## src/rtl/fir_tap_sequencer_pkg.sv

```systemverilog
`timescale 1ns/1ps
// fir_pkg: shared types and helpers for the FIR tap sequencer.
//   fir_seq_state_t : controller states (IDLE, MAC, OUT)
//   DEF_*           : default width / depth constants
//   tap_idx_w()     : width of a tap index for a given tap count
//   round_sat()     : round-half-up, arithmetic shift and saturate, used only
//                     when FIR_TAP_SEQUENCER_ROUND_SAT_EN is defined
package fir_pkg;

  typedef enum logic [1:0] {
    IDLE = 2'd0,
    MAC  = 2'd1,
    OUT  = 2'd2
  } fir_seq_state_t;

  localparam int DEF_DATA_WIDTH = 16;
  localparam int DEF_COEF_WIDTH = 16;
  localparam int DEF_NUM_TAPS   = 53;
  localparam int DEF_ACC_WIDTH  = 38;
  localparam int DEF_OUT_SHIFT  = 15;
  localparam int DEF_OUT_WIDTH  = 16;

  function automatic int tap_idx_w(input int num_taps);
    return (num_taps > 1) ? $clog2(num_taps) : 1;
  endfunction

  // Operates on a 64-bit sign-extended accumulator so one helper covers any
  // legal parameter set; the caller keeps the low out_w bits.
  function automatic logic signed [63:0] round_sat(input logic signed [63:0] acc,
                                                   input int shift,
                                                   input int out_w);
    logic signed [63:0] biased;
    logic signed [63:0] shifted;
    logic signed [63:0] max_v;
    logic signed [63:0] min_v;
    biased  = (shift > 0) ? acc + (64'sd1 <<< (shift - 1)) : acc;
    shifted = biased >>> shift;
    max_v   = (64'sd1 <<< (out_w - 1)) - 64'sd1;
    min_v   = -(64'sd1 <<< (out_w - 1));
    if (shifted > max_v) begin
      return max_v;
    end else if (shifted < min_v) begin
      return min_v;
    end
    return shifted;
  endfunction

endpackage

```

## src/rtl/fir_tap_sequencer_if.sv

```systemverilog
`timescale 1ns/1ps
// fir_tap_sequencer_if: sample input handshake, result output handshake and
// coefficient write port of the FIR tap sequencer.
//   in_valid/in_ready/in_data     : one sample per handshake
//   out_valid/out_ready/out_data  : filtered result
//   coef_we/coef_addr/coef_wdata  : coefficient register file write port
// master = upstream/downstream environment, slave = fir_tap_sequencer.
interface fir_tap_sequencer_if
  import fir_pkg::*;
#(
  parameter int DATA_WIDTH = DEF_DATA_WIDTH,
  parameter int COEF_WIDTH = DEF_COEF_WIDTH,
  parameter int NUM_TAPS   = DEF_NUM_TAPS,
  parameter int OUT_WIDTH  = DEF_OUT_WIDTH
);

  localparam int TAP_IDX_W = tap_idx_w(NUM_TAPS);

  logic                         in_valid;
  logic                         in_ready;
  logic signed [DATA_WIDTH-1:0] in_data;

  logic                         out_valid;
  logic                         out_ready;
  logic signed [OUT_WIDTH-1:0]  out_data;

  logic                         coef_we;
  logic [TAP_IDX_W-1:0]         coef_addr;
  logic signed [COEF_WIDTH-1:0] coef_wdata;

  modport master (
    output in_valid, in_data, out_ready, coef_we, coef_addr, coef_wdata,
    input  in_ready, out_valid, out_data
  );

  modport slave (
    input  in_valid, in_data, out_ready, coef_we, coef_addr, coef_wdata,
    output in_ready, out_valid, out_data
  );

endinterface

```

## src/rtl/fir_tap_sequencer_mac.sv

```systemverilog
`timescale 1ns/1ps
// fir_mac: registered signed multiply-accumulate.
//   clk, reset : clock, synchronous active-high reset
//   clear      : zero the accumulator (takes priority over en)
//   en         : add a*b into the accumulator
//   a, b       : signed operands
//   acc_sum    : accumulator plus the current product, so the caller can
//                register the final sum in the same cycle as the last tap
module fir_mac #(
  parameter int DATA_WIDTH = 16,
  parameter int COEF_WIDTH = 16,
  parameter int ACC_WIDTH  = 38
) (
  input  logic                         clk,
  input  logic                         reset,
  input  logic                         clear,
  input  logic                         en,
  input  logic signed [DATA_WIDTH-1:0] a,
  input  logic signed [COEF_WIDTH-1:0] b,
  output logic signed [ACC_WIDTH-1:0]  acc_sum
);

  localparam int PROD_WIDTH = DATA_WIDTH + COEF_WIDTH;

  logic signed [PROD_WIDTH-1:0] product;
  logic signed [ACC_WIDTH-1:0]  product_ext;
  logic signed [ACC_WIDTH-1:0]  acc;

  assign product     = a * b;
  // Sized cast of a signed value sign-extends.
  assign product_ext = ACC_WIDTH'(product);
  assign acc_sum     = acc + product_ext;

  always_ff @(posedge clk) begin
    if (reset) begin
      acc <= '0;
    end else if (clear) begin
      acc <= '0;
    end else if (en) begin
      acc <= acc_sum;
    end
  end

endmodule

```

## src/rtl/fir_tap_sequencer.sv

```systemverilog
`timescale 1ns/1ps
// fir_tap_sequencer: time-multiplexed FIR controller. Accepts a sample,
// pulses the external tap chain shift, then walks every tap through a single
// MAC (one tap per cycle) and presents the filtered result.
// Ports:
//   clk, reset : clock, synchronous active-high reset
//   bus        : fir_tap_sequencer_if.slave (input/output handshakes and
//                coefficient write port)
//   chain_d    : data into the tap chain (copy of in_data)
//   chain_en   : chain shift enable, high on an input accept
//   chain_q    : chain taps, index 0 is the newest sample
//   busy       : high whenever not IDLE
// Build option: define FIR_TAP_SEQUENCER_ROUND_SAT_EN for round-half-up and
// saturation of the output; otherwise the output is a truncating bit slice.
module fir_tap_sequencer
  import fir_pkg::*;
#(
  parameter int DATA_WIDTH = DEF_DATA_WIDTH,
  parameter int COEF_WIDTH = DEF_COEF_WIDTH,
  parameter int NUM_TAPS   = DEF_NUM_TAPS,
  parameter int ACC_WIDTH  = DEF_ACC_WIDTH,
  parameter int OUT_SHIFT  = DEF_OUT_SHIFT,
  parameter int OUT_WIDTH  = DEF_OUT_WIDTH
) (
  input  logic                         clk,
  input  logic                         reset,
  fir_tap_sequencer_if.slave           bus,
  output logic signed [DATA_WIDTH-1:0] chain_d,
  output logic                         chain_en,
  input  logic signed [DATA_WIDTH-1:0] chain_q [NUM_TAPS],
  output logic                         busy
);

  localparam int TAP_IDX_W = tap_idx_w(NUM_TAPS);
  localparam logic [TAP_IDX_W-1:0] LAST_TAP = TAP_IDX_W'(NUM_TAPS - 1);

  fir_seq_state_t               state;
  fir_seq_state_t               state_next;
  logic [TAP_IDX_W-1:0]         tap_idx;
  logic signed [COEF_WIDTH-1:0] coef [NUM_TAPS];
  logic                         accept;
  logic                         last_tap;
  logic                         mac_clear;
  logic                         mac_en;
  logic signed [ACC_WIDTH-1:0]  acc_sum;
  logic signed [OUT_WIDTH-1:0]  out_next;

  assign chain_d  = bus.in_data;
  assign accept   = bus.in_valid && bus.in_ready;
  assign chain_en = accept;
  assign last_tap = (tap_idx == LAST_TAP);

  always_ff @(posedge clk) begin
    if (reset) begin
      state <= IDLE;
    end else begin
      state <= state_next;
    end
  end

  // in_ready depends only on state, so accept never loops back into itself.
  always_comb begin
    state_next    = state;
    bus.in_ready  = 1'b0;
    bus.out_valid = 1'b0;
    busy          = 1'b1;
    mac_clear     = 1'b0;
    mac_en        = 1'b0;
    unique case (state)
      IDLE: begin
        bus.in_ready = 1'b1;
        busy         = 1'b0;
        if (bus.in_valid) begin
          state_next = MAC;
          mac_clear  = 1'b1;
        end
      end
      MAC: begin
        mac_en = 1'b1;
        if (last_tap) begin
          state_next = OUT;
        end
      end
      OUT: begin
        bus.out_valid = 1'b1;
        if (bus.out_ready) begin
          state_next = IDLE;
        end
      end
      default: begin
        state_next = IDLE;
      end
    endcase
  end

  always_ff @(posedge clk) begin
    if (reset) begin
      tap_idx <= '0;
    end else if (accept) begin
      tap_idx <= '0;
    end else if (state == MAC) begin
      tap_idx <= last_tap ? '0 : tap_idx + TAP_IDX_W'(1);
    end
  end

  // A write landing in the accept cycle is visible from the first MAC cycle.
  always_ff @(posedge clk) begin
    if (reset) begin
      for (int i = 0; i < NUM_TAPS; i++) begin
        coef[i] <= '0;
      end
    end else if ((state == IDLE) && bus.coef_we && (bus.coef_addr <= LAST_TAP)) begin
      coef[bus.coef_addr] <= bus.coef_wdata;
    end
  end

  fir_mac #(
    .DATA_WIDTH (DATA_WIDTH),
    .COEF_WIDTH (COEF_WIDTH),
    .ACC_WIDTH  (ACC_WIDTH)
  ) u_mac (
    .clk     (clk),
    .reset   (reset),
    .clear   (mac_clear),
    .en      (mac_en),
    .a       (chain_q[tap_idx]),
    .b       (coef[tap_idx]),
    .acc_sum (acc_sum)
  );

`ifdef FIR_TAP_SEQUENCER_ROUND_SAT_EN
  assign out_next = OUT_WIDTH'(round_sat(64'(acc_sum), OUT_SHIFT, OUT_WIDTH));
`else
  // Arithmetic shift then keep the low bits: floor, wrapping when out of range.
  assign out_next = OUT_WIDTH'(acc_sum >>> OUT_SHIFT);
`endif

  // acc_sum on the last tap already includes the final product.
  always_ff @(posedge clk) begin
    if (reset) begin
      bus.out_data <= '0;
    end else if ((state == MAC) && last_tap) begin
      bus.out_data <= out_next;
    end
  end

endmodule

```

## src/flat_wrapper.sv

```systemverilog
// flat-port wrapper written by rule: the top's interface ports become plain ports
module fir_tap_sequencer_flat import fir_pkg::*;
#(
  parameter int DATA_WIDTH = DEF_DATA_WIDTH,
  parameter int COEF_WIDTH = DEF_COEF_WIDTH,
  parameter int NUM_TAPS   = DEF_NUM_TAPS,
  parameter int ACC_WIDTH  = DEF_ACC_WIDTH,
  parameter int OUT_SHIFT  = DEF_OUT_SHIFT,
  parameter int OUT_WIDTH  = DEF_OUT_WIDTH
)
  (clk, reset, chain_d, chain_en, chain_q, busy, bus_in_valid, bus_in_data, bus_out_ready, bus_coef_we, bus_coef_addr, bus_coef_wdata, bus_in_ready, bus_out_valid, bus_out_data);
  fir_tap_sequencer_if #(.DATA_WIDTH(DATA_WIDTH), .COEF_WIDTH(COEF_WIDTH), .NUM_TAPS(NUM_TAPS), .OUT_WIDTH(OUT_WIDTH)) bus_i ();
  input  logic clk;
  input  logic reset;
  output logic signed [DATA_WIDTH-1:0] chain_d;
  output logic chain_en;
  input  logic signed [DATA_WIDTH-1:0] chain_q[NUM_TAPS];
  output logic busy;
  input wire logic [$bits(bus_i.in_valid)-1:0] bus_in_valid;
  input wire logic [$bits(bus_i.in_data)-1:0] bus_in_data;
  input wire logic [$bits(bus_i.out_ready)-1:0] bus_out_ready;
  input wire logic [$bits(bus_i.coef_we)-1:0] bus_coef_we;
  input wire logic [$bits(bus_i.coef_addr)-1:0] bus_coef_addr;
  input wire logic [$bits(bus_i.coef_wdata)-1:0] bus_coef_wdata;
  output wire logic [$bits(bus_i.in_ready)-1:0] bus_in_ready;
  output wire logic [$bits(bus_i.out_valid)-1:0] bus_out_valid;
  output wire logic [$bits(bus_i.out_data)-1:0] bus_out_data;
  assign bus_i.in_valid = bus_in_valid;
  assign bus_i.in_data = bus_in_data;
  assign bus_i.out_ready = bus_out_ready;
  assign bus_i.coef_we = bus_coef_we;
  assign bus_i.coef_addr = bus_coef_addr;
  assign bus_i.coef_wdata = bus_coef_wdata;
  assign bus_in_ready = bus_i.in_ready;
  assign bus_out_valid = bus_i.out_valid;
  assign bus_out_data = bus_i.out_data;
  fir_tap_sequencer #(.DATA_WIDTH(DATA_WIDTH), .COEF_WIDTH(COEF_WIDTH), .NUM_TAPS(NUM_TAPS), .ACC_WIDTH(ACC_WIDTH), .OUT_SHIFT(OUT_SHIFT), .OUT_WIDTH(OUT_WIDTH)) u_core (.clk(clk), .reset(reset), .bus(bus_i), .chain_d(chain_d), .chain_en(chain_en), .chain_q(chain_q), .busy(busy));
endmodule
```

## config.mk

```make
export PLATFORM = sky130hd
export DESIGN_NAME = fir_tap_sequencer_flat
export DESIGN_NICKNAME = d
export VERILOG_FILES = /design/src/rtl/fir_tap_sequencer_pkg.sv /design/src/rtl/fir_tap_sequencer_if.sv /design/src/rtl/fir_tap_sequencer_mac.sv /design/src/rtl/fir_tap_sequencer.sv /design/src/flat_wrapper.sv
export SDC_FILE = /design/constraint.sdc
export NUM_CORES = 2
export LEC_CHECK = 0
export CELL_PAD_IN_SITES_DETAIL_PLACEMENT = 0
export CELL_PAD_IN_SITES_GLOBAL_PLACEMENT = 1
export CORE_ASPECT_RATIO = 1.25
export CORE_MARGIN = 2
export CORE_UTILIZATION = 46
export CTS_CLUSTER_DIAMETER = 150
export DETAILED_ROUTE_END_ITERATION = 16
export PLACE_DENSITY = 0.91
export SLEW_MARGIN = 20
export SYNTH_ARGS = -nofsm -noshare
export SYNTH_HDL_FRONTEND = slang
export SYNTH_SLANG_ARGS = --single-unit
```

## constraint.sdc

```tcl
create_clock -name clk -period 10.5 [get_ports clk]
set_input_delay 2.1 -clock clk [delete_from_list [all_inputs] [get_ports clk]]
set_output_delay 2.1 -clock clk [all_outputs]
set_load 0.01 [all_outputs]
```

==> flow_summary.yaml <==
outcome:
  status: "finished, final reports clean"
pwr:
  power_frac_comb_pct: 46.9
  switching_share_pct: 37.04
  ir_worst_vdd_v: 0.0003941
  pwr-share-seq_pct: 30.1
  p_per_area_nw_per_um2: 206.4
  p_total_mw: 16.63
  p_int_mw: 10.47
  p_switching_mw: 6.159
  p_clk_share_pct: 23.0
  leakage_nw: 29.94
grt:
  grt_pass1_wl_mm: 351.0
  antenna_found_initial: 88
  grt_max_degree: 77
  global_route.overflow_total: 0
  grt_pass1_vias: 45107
  track_usage_pct: 35.30
placed_design:
  pre_cts_slack_ns: -0.1816
  dpl.hpwl_mm: 196.1
  dp_cells: 7258
  place_congestion: 1.003
  io_buffers: 894
worst_setup_path:
  cp.required_ns: 11.15
  critPathMaxFanout: 16
  cp.arrival_ns: 10.70
  crit_type: "in -> reg"
  crit_path_frequent_cell: "fa_1"
  slowest_stage: "clkdlybuf4s50_1"
  end_kind: "register"
  crit_buf_inv: 9
  critPathTopFamily: "adder cells"
  cp-start-kind: "primary input"
  slowest_delay_ns: 0.81
floorplan:
  num_rows: 154
  coreArea_sq_um: 140500
  ioPinCount: 927
  design.die.area_sq_um: 144100
  die_h_um: 423.9
  die_w_um: 339.9
  initial_utilization_pct: 46.19
sta:
  setup_viol: 0
  hold_viol: 0
  whs_ns: 0.4579
  setup_tns_ns: 0
  relSlewSlack_pct: 20.82
  slew_viol_final: 0
  fin_ws_ns: 0.4464
  finClkSkew_ns: 0.04135
  final.min_clock_period_ns: 10.05
  worst_pin_slew_ns: 1.183
  finalCritPeriodShare_pct: 95.75
  max_freq_mhz: 99.47
  rsz0062_at_grt: "no"
cts:
  clockBufferDepth: 3
  htreeDepth: 3
  numCtsBuffers: 108
  clock_latency_ns: 0.72
  cts_sinks: 1085
  cts_resized: 0
  cts_tree: "yes"
  clkTransAtPathRegs_ns: 0.07
  cts_hold_buf: 0
  root_buffer: "clkbuf_16"
  post_cts_buffers: 0
route:
  vias_per_cell: 5.885
  vias: 44261
  drtAntennaViolNets: 0
  drt_iter0_markers: 5391
  dr.pass1.iters: 8
  drc: 0
  wl_mm: 254.7
  wire_per_inst_um: 33.86
logic_synthesis:
  ys.flop_type: "edfxtp_1"
  synth_warnings: 0
  async_flop_share_pct: 0
  synth_area_sq_um: 64880
  synth_enable_flop_cells: 1024
  synth_top_area_share_pct: 47.40
  synth-seq-cells: 1085
  yosysTopAreaCell: "edfxtp_1"
  avgSynthCellArea_sq_um: 14.46
  netlist_instances: 4486
  synth-seq-area-share_pct: 49.28
  synthTopCellsByArea: "edfxtp_1 47%, mux4_2 19%, fa_1 8.8%"
  ys_types: 63
worst_hold_path:
  holdCritPathClass: "reg -> reg"
finish:
  final_net_count: 6769
  layout-drive-gt1-share_pct: 18.49
  final-instance-count-excl-fill: 7521
  final-seq-area_sq_um: 32000
  syn_to_final_growth_pct: 24.17
  fillers: 10912
  multi_input_comb_area_sq_um: 30790
job:
  maxCapViolations: 0
[synth_stat cells, types with 7 or more instances]
| library cell | count |
|---|---|
| or2_2 | 77 |
| buf_1 | 36 |
| xor2_1 | 12 |
| a21o_1 | 13 |
| buf_2 | 56 |
| nor3_1 | 9 |
| nand4_1 | 7 |
| a21oi_1 | 67 |
| nor2_1 | 212 |
| o21ai_0 | 24 |
| and2_1 | 850 |
| inv_1 | 347 |
| edfxtp_1 | 1024 |
| mux2_2 | 7 |
| dfxtp_1 | 61 |
| buf_6 | 9 |
| a22oi_1 | 10 |
| nand2b_1 | 80 |
| mux2i_1 | 48 |
| ha_1 | 97 |
| nor2b_1 | 60 |
| a22o_1 | 17 |
| a211oi_1 | 23 |
| nand3_1 | 15 |
| mux4_2 | 560 |
| fa_1 | 285 |
| buf_4 | 23 |
| nand2_1 | 130 |
| xnor2_1 | 27 |
| clkbuf_1 | 232 |
[tightest hold or removal path, stage by stage (launching register included)]
cell and delay (ns):
dfxtp_1 0.31, nand2_1 0.05, a21oi_1 0.05
[final timing paths]
check | slack (ns) | from | end | cells after the start
worst max-delay path | 0.45 | chain_q[773] | u_core.bus.out_data[14] | 29
worst min-delay path | 0.46 | u_core.bus.out_data[10] | u_core.bus.out_data[10] | 2
worst max register to register | 0.93 | register | u_core.bus.out_data[14] | 29
worst min register to register | 0.46 | u_core.bus.out_data[10] | u_core.bus.out_data[10] | 2
[sequential cells by signal, summed over array words and instances, names as in the netlist, named ones only]
register / cells
u_core.u_mac.acc: 31
u_core.bus.out_data: 16
u_core.tap_idx: 6
u_core.coef: 1024
u_core.state: 2
[power groups by stage]
| stage | registers [mW] | logic, mW | clock network, mW |
|---|---|---|---|
| final | 5.00 | 7.80 | 3.83 |
| after global routing | 5.02 | 8.59 | 3.99 |
| after detailed placement | 5.09 | 7.74 | 0 |
| after global placement | 5.07 | 7.64 | 0 |
| after CTS | 5.00 | 7.80 | 3.84 |
| after floorplan | 5.05 | 4.97 | 0 |
[kinds of logic after synthesis]
kind of cell	count (synthesis)	share of synthesized area (%)
and+or+nand+nor	1459	12.73
AOI/OAI and AO/OA	201	2.042
muxes	615	20.30
xor gates and xnor gates	40	0.5631
adders and majority gates	382	10.66
other	1	0.005780
DFF	1085	49.28
buffers and inverters	703	4.412
[metrics by stage]
| step | util, % | instance area, sq um |
|---|---|---|
| final | 57.35 | 80560 |
| after global routing | 57.31 | 80500 |
| after CTS | 57.22 | 80380 |
| after detailed placement | 54.78 | 76950 |
| after global placement | 54.78 | 76950 |
| after floorplan | - | 65540 |
[layer usage]
metal | track usage, % | part of all wire [%]
met5 | 0 | 0.034
met2 | 56.49 | 47
met4 | 18.41 | 6.3
met1 | 46.21 | 38
met3 | 6.393 | 9.0
[cells in the final DEF, fill, tap and decap left out, types with 15 or more instances in the layout]
master / synthesis / layout
dfxtp_1: 61 / 52
nor2b_1: 60 / 59
clkdlybuf4s50_1: 0 / 877
mux2i_1: 48 / 48
a22o_1: 17 / 17
ha_1: 97 / 97
mux4_2: 560 / 560
buf_12: 0 / 20
buf_2: 56 / 15
xnor2_1: 27 / 27
nand2_1: 130 / 130
clkinv_2: 0 / 16
nand3_1: 15 / 15
o21ai_0: 24 / 22
edfxtp_1: 1024 / 1024
buf_4: 23 / 169
clkinv_1: 0 / 24
or2_2: 77 / 77
clkbuf_1: 232 / 23
and2_1: 850 / 850
diode_2: 0 / 67
nor2_1: 212 / 206
clkbuf_16: 0 / 111
inv_1: 347 / 347
nand2b_1: 80 / 80
conb_1: 1 / 176
a21oi_1: 67 / 67
fa_1: 285 / 285
[final cells by class]
| cell class | count | area share (%) |
|---|---|---|
| antenna | 67 | 0.2081 |
| clock buffer | 134 | 3.555 |
| clock inverter | 62 | 0.7067 |
| inverter | 347 | 1.617 |
| multi-input combinational | 2873 | 38.22 |
| sequential | 1085 | 39.72 |
| tap | 1872 | 2.907 |
| timing repair buffer | 1081 | 13.06 |
(Power assumes the default switching activity.)
